[config.mk]
export PLATFORM = sky130hd
export DESIGN_NAME = par2ser_tx
export DESIGN_NICKNAME = d
export VERILOG_FILES = /design/src/rtl/ser_pkg.sv /design/src/rtl/par2ser_tx.sv
export SDC_FILE = /design/constraint.sdc
export NUM_CORES = 1
export LEC_CHECK = 0
export ABC_AREA = 1
export CAP_MARGIN = 15
export CELL_PAD_IN_SITES_DETAIL_PLACEMENT = 1
export CELL_PAD_IN_SITES_GLOBAL_PLACEMENT = 2
export CORE_UTILIZATION = 24
export DETAILED_ROUTE_END_ITERATION = 7
export PLACE_DENSITY_LB_ADDON = 0.25
export SYNTH_ARGS = -nofsm -noshare
export SYNTH_HDL_FRONTEND = slang
export SYNTH_SLANG_ARGS = --single-unit
[constraint.sdc]
create_clock -name Clk -period 1.6 [get_ports Clk]
set_input_delay 0.32 -clock Clk [delete_from_list [all_inputs] [get_ports Clk]]
set_output_delay 0.32 -clock Clk [all_outputs]
set_load 0.01 [all_outputs]
[src/rtl/ser_pkg.sv]
// Shared definitions for the serializer / deserializer pair.
// Holds the two-state FSM encoding and the default serial word length,
// so transmitter and receiver agree on both.
package ser_pkg;

  // Default number of bits per serial word.
  localparam int SER_DEF_BITLEN = 8;

  // Transmitter states: idle (waiting for a word) and shifting a word out.
  typedef enum logic {
    IDLE  = 1'b0,
    SHIFT = 1'b1
  } ser_state_e;

endpackage

[src/rtl/par2ser_tx.sv]
// par2ser_tx: parallel-to-serial transmitter, LSB first.
//
// A word is accepted on a Valid/Ready handshake and shifted out one bit per
// cycle starting the cycle after acceptance. Ready is re-asserted during the
// last bit so a following word continues with no gap.
//
// Ports:
//   Clk          in   sole clock, rising edge
//   Rst          in   synchronous active-high reset
//   ParDataIn    in   [BitLen] word to transmit
//   ParDataValid in   ParDataIn is offered
//   ParDataReady out  word accepted at this edge if Valid
//   SerDataOut   out  serial bit (shift register bit 0)
//   SerDataEn    out  SerDataOut is a real bit this cycle
//   TxBusy       out  a word is being shifted out
//   TxDone       out  pulse on the last bit of a word
module par2ser_tx
  import ser_pkg::*;
#(
  parameter int BitLen = SER_DEF_BITLEN
) (
  input  logic              Clk,
  input  logic              Rst,
  input  logic [BitLen-1:0] ParDataIn,
  input  logic              ParDataValid,
  output logic              ParDataReady,
  output logic              SerDataOut,
  output logic              SerDataEn,
  output logic              TxBusy,
  output logic              TxDone
);

  localparam int              CntW    = $clog2(BitLen);
  localparam logic [CntW-1:0] LastCnt = CntW'(BitLen - 1);

  ser_state_e        state_q, state_d;
  logic [BitLen-1:0] shreg_q, shreg_d;
  logic [CntW-1:0]   cnt_q, cnt_d;
  logic              last_bit;
  logic              xfer;

  // Last bit of the current word is on the line.
  assign last_bit = (state_q == SHIFT) && (cnt_q == LastCnt);
  assign xfer     = ParDataValid && ParDataReady;

  // State register
  always_ff @(posedge Clk) begin
    if (Rst) state_q <= IDLE;
    else     state_q <= state_d;
  end

  // Next-state logic
  always_comb begin
    state_d = state_q;
    case (state_q)
      IDLE:    if (xfer) state_d = SHIFT;
      SHIFT:   if (last_bit && !xfer) state_d = IDLE;
      default: state_d = IDLE;
    endcase
  end

  // Outputs. Ready depends only on state/count, never on Valid.
  always_comb begin
    ParDataReady = (state_q == IDLE) || last_bit;
    SerDataEn    = (state_q == SHIFT);
    TxBusy       = (state_q == SHIFT);
    SerDataOut   = (state_q == SHIFT) && shreg_q[0];
    TxDone       = last_bit;
  end

  // Shift register and bit counter. A transfer always wins over shifting,
  // which is what makes back-to-back words seamless. After the last bit
  // without a new word the register simply holds; outputs are gated in IDLE.
  always_comb begin
    shreg_d = shreg_q;
    cnt_d   = cnt_q;
    if (xfer) begin
      shreg_d = ParDataIn;
      cnt_d   = '0;
    end else if ((state_q == SHIFT) && !last_bit) begin
      shreg_d = shreg_q >> 1;
      cnt_d   = cnt_q + 1'b1;
    end
  end

  always_ff @(posedge Clk) begin
    if (Rst) begin
      shreg_q <= '0;
      cnt_q   <= '0;
    end else begin
      shreg_q <= shreg_d;
      cnt_q   <= cnt_d;
    end
  end

endmodule

---- Yosys cells after proc, flatten, opt, wreduce, memory -nomap -nowiden ----
Index checks and enable logic that the tools add are counted.
cells by class
  add/subtract/negate cells ............... 1
  equal/unequal tests ..................... 1
  mux-type cells .......................... 5
  bitwise operators ....................... 1
  reductions and logical operators ........ 10
operator list
  cell                                          count
  two-way mux 8 bit                             2
  logical AND 1 bit                             5
  adder 3 x 1 -> 3 bit (second input constant)  1
  equality test 3 bit (second input constant)   1
  logical NOT 1 bit                             2
  two-way mux 1 bit                             2
  one-hot mux 1 bit (2 select lines)            1
  nonzero test 2 bit                            1
  OR reduction 2 bit                            1
  logical OR 1 bit                              1
  NOT 1 bit                                     1
storage, ports and cells
  flip-flop bits (word level) ............. 12
  bits of input ports ..................... 11
  logic and storage cells ................. 21

---- Longest topological paths before layout ----
  word-level depth ........................ 8
  mapped depth ............................ 9
  mapped depth without buffers ............ 8

---- Least setup slack after synthesis ----
No wires, ideal clock.
  kind .................................... reg-to-output
  from .................................... reg cnt_q[0]
  to ...................................... out ParDataReady
  arrival time ............................ 1016 ps
  data required time ...................... 1280 ps
  setup slack ............................. 264 ps
  cell stages (with the launch flop) ...... 6
  cells stage by stage .................... dfxtp_1 > ha_1 > ha_1 > inv_1 > nand2_4 > buf_6
between the ends
  longest elaborated chain between the ends .. 3
ends and longest elaborated chain
  element                 RTL line          source
  start, declared         par2ser_tx.sv:38  logic [CntW-1:0] cnt_q, cnt_d;
  start signal, assigned  par2ser_tx.sv:92  cnt_q <= cnt_d;
  equality test 3 bit     par2ser_tx.sv:43  assign last_bit = (state_q == SHIFT) && (cnt_q == LastCnt);
  logical AND 1 bit       par2ser_tx.sv:43
  logical OR 1 bit        par2ser_tx.sv:64  ParDataReady = (state_q == IDLE) || last_bit;
  end, declared           par2ser_tx.sv:26  output logic ParDataReady,
Every way passes these cells.

---- Worst setup path in the final report ----
Same ends and word-level chain as after synthesis.

==> out/qor.txt <==
Hold Path Stages -> 2
Maximum vdd drop -> 415 uV
Post-synthesis sequential area ratio -> 40.2%
Max-slew violation count -> 0
Grt ovf -> 0
IO Port Bufs -> 15
Final ANT Viol Nets -> 0
Vias in the first global route -> 557
Gate Count Post-Synth -> 84
Max-Cap Viols -> 0
CP Max Fanout -> 3
Critical Path AT -> 1.20 ns
Starting Density -> 26.3%
# H-tree levels -> 1
Int Power -> 0.000465 W
Seq pwr share -> 51.7%
DR iter-0 viols -> 3
Worst-Skew Late Latency -> 0.27 ns
Syn_nets -> 97
Register area -> 245 um2
Switching Share -> 26.1%
CTS Buffer Depth -> 2
DIE HEIGHT -> 51.9 um
CTS clock-pin slew for the worst setup and hold paths -> 0.07 ns
PD cells -> 759 nW/um2
Layout cells sized above 1 -> 18.9%
Total wire length -> 1430 um
Max frequency -> 657 MHz
RSZ-0062 raised after global routing -> false
Place WS -> -0.0400 ns
Die width -> 51.9 um
WP data required -> 1.28 ns
Area grow syn2layout -> 38.7%
Worst setup path start -> cnt_q[0]$_SDFFE_PP0P_
Vias/cell -> 4.45
Footprint of the multi-input gates -> 279 um2
Cell variety after synth -> 14
Syn avg cell area -> 7.12 um2
IO Count -> 16
Final Hold Vio Count -> 0
Worst clock skew -> 0.00109 ns
Vias after detailed routing -> 596
Most frequent cells in the layout -> nand3_1, nand2_1, clkdlybuf4s50_1
Root buffer cell -> clkbuf_4
Clock sink count -> 12
GRT Total Usage -> 12.7%
Row count -> 17
DRC violations left -> 0
Final #Nets -> 121
Worst Setup Path Type -> reg2out
CTS tree -> built
Worst Max-Slew Pin Slew -> 0.332 ns
Final period utilization -> 95.2%
Slew HR -> 77.7%
R2r startpoint -> cnt_q[0]$_SDFFE_PP0P_
Fin crit period -> 1.52 ns
N_diodes -> 0
Postcts setup bufs -> 0
FF-to-FF setup slack -> 0.17 ns
Filler cells -> 300
Largest net degree at the start of global routing -> 19
Synth Register Bits -> 12
Leak -> 0.423 nW
R2R Path End -> shreg_q[7]$_SDFFE_PP0P_
Ys Warns -> 0
Cells on worst reg2reg path -> 8
Worst setup path end -> ParDataReady
Worst setup margin -> 0.0770 ns
Status -> finished, final reports clean
Mapped Area -> 598 um2
Commonest non-fill, non-tap cell in the layout -> nand3_1
First-pass GRT wire length -> 2390 um
Clock power frac -> 29.1%
Crit end category -> primary output
Comb pwr share -> 19.2%
Die area -> 2700 um2
Initial antenna violation count -> 0
Cts bufs inserted -> 3
Setup TNS -> 0 ns
CP Launch Type -> flop
Min-delay worst type -> reg2reg
NetSw -> 0.000164 W
First-pass iteration count of the detailed router -> 4
Routability cong. -> 0.692
Average routed wire per standard cell -> 10.6 um
Core Box Area -> 2280 um2
# setup viols final -> 0
Detail Placement HPWL -> 1070 um
registers in the layout (all words and copies together) (netlist names):
signal	flops
SerDataEn	1
cnt_q	3
shreg_q	8
synth_stat cells:
cell | n | area share (%)
nor2_1 | 3 | 1.9
xor2_1 | 1 | 1.5
buf_4 | 2 | 2.5
nand2_1 | 21 | 13
inv_1 | 12 | 7.5
inv_2 | 1 | 0.63
ha_1 | 2 | 4.2
dfxtp_1 | 12 | 40
o21ai_0 | 1 | 0.84
a21oi_1 | 3 | 2.5
nand3_1 | 22 | 18
buf_6 | 2 | 3.8
nor2_2 | 1 | 1.0
nand2_4 | 1 | 1.9
final cells by class:
| type | instances | share of cell area [%] |
|---|---|---|
| multi-input cells | 55 | 33.6 |
| inverters | 13 | 5.88 |
| clock buffers | 3 | 2.71 |
| flip-flops and latches | 12 | 29.6 |
| repair buffers | 23 | 24.0 |
| well taps | 28 | 4.22 |
per-stage QoR:
step	hold WS, ns	cells	total power [W]	cell area, um2	util (%)
4_1_cts	0.479	134	0.000645	825	36.2
2_1_floorplan	0.389	84	0.000398	598	-
6_report	0.476	134	0.000630	830	36.4
3_3_place_gp	0.454	131	0.000455	806	35.4
3_5_place_dp	0.467	131	0.000456	806	35.4
5_1_grt	0.521	134	0.000673	830	36.4
logic make-up after synthesis:
group | after synthesis | share of synthesized area [%]
xor gates and xnor gates | 1 | 1.46
DFF | 12 | 40.2
buffers and inverters | 17 | 14.4
adders and majority gates | 2 | 4.18
and+or+nand+nor | 48 | 36.4
AOI/OAI and AO/OA | 4 | 3.35
critical path: stages, from the launching register on:
cell and delay [ns]:
dfxtp_2 0.32, ha_1 0.19, ha_2 0.19, inv_2 0.06, nand2_4 0.04, buf_2 0.13
worst min path at each step:
stage	from	endpoint	slack, ns
2_1_floorplan	Rst	shreg_q[7]$_SDFFE_PP0P_	0.39
3_3_place_gp	cnt_q[1]$_SDFFE_PP0P_	cnt_q[1]$_SDFFE_PP0P_	0.45
3_5_place_dp	cnt_q[1]$_SDFFE_PP0P_	cnt_q[1]$_SDFFE_PP0P_	0.47
4_1_cts	cnt_q[1]$_SDFFE_PP0P_	cnt_q[1]$_SDFFE_PP0P_	0.48
5_1_grt	cnt_q[1]$_SDFFE_PP0P_	cnt_q[1]$_SDFFE_PP0P_	0.52
6_report	cnt_q[2]$_SDFFE_PP0P_	cnt_q[2]$_SDFFE_PP0P_	0.48
per-layer routing:
metal / share of wire, % / track usage (%)
met1: 48 / 15.5
met2: 47 / 19.2
met3: 3.4 / 2.63
met4: 1.1 / 9.46
met5: 0 / 0
power by group through the flow:
stage,clock [W],combinational [W],sequential (W)
2_1_floorplan,0,0.0000663,0.000331
3_3_place_gp,0,0.000122,0.000333
3_5_place_dp,0,0.000124,0.000333
4_1_cts,0.000197,0.000123,0.000326
5_1_grt,0.000210,0.000136,0.000327
6_report,0.000183,0.000121,0.000325
repair_timing:
action | in CTS | in global routing
hold buffers | 0 | 0
gates resized for setup | 14 | 1
endpoints found under the hold margin | 0 | 0
endpoints found under the setup margin | 5 | 3
Power figures use the tool's default switching activity.
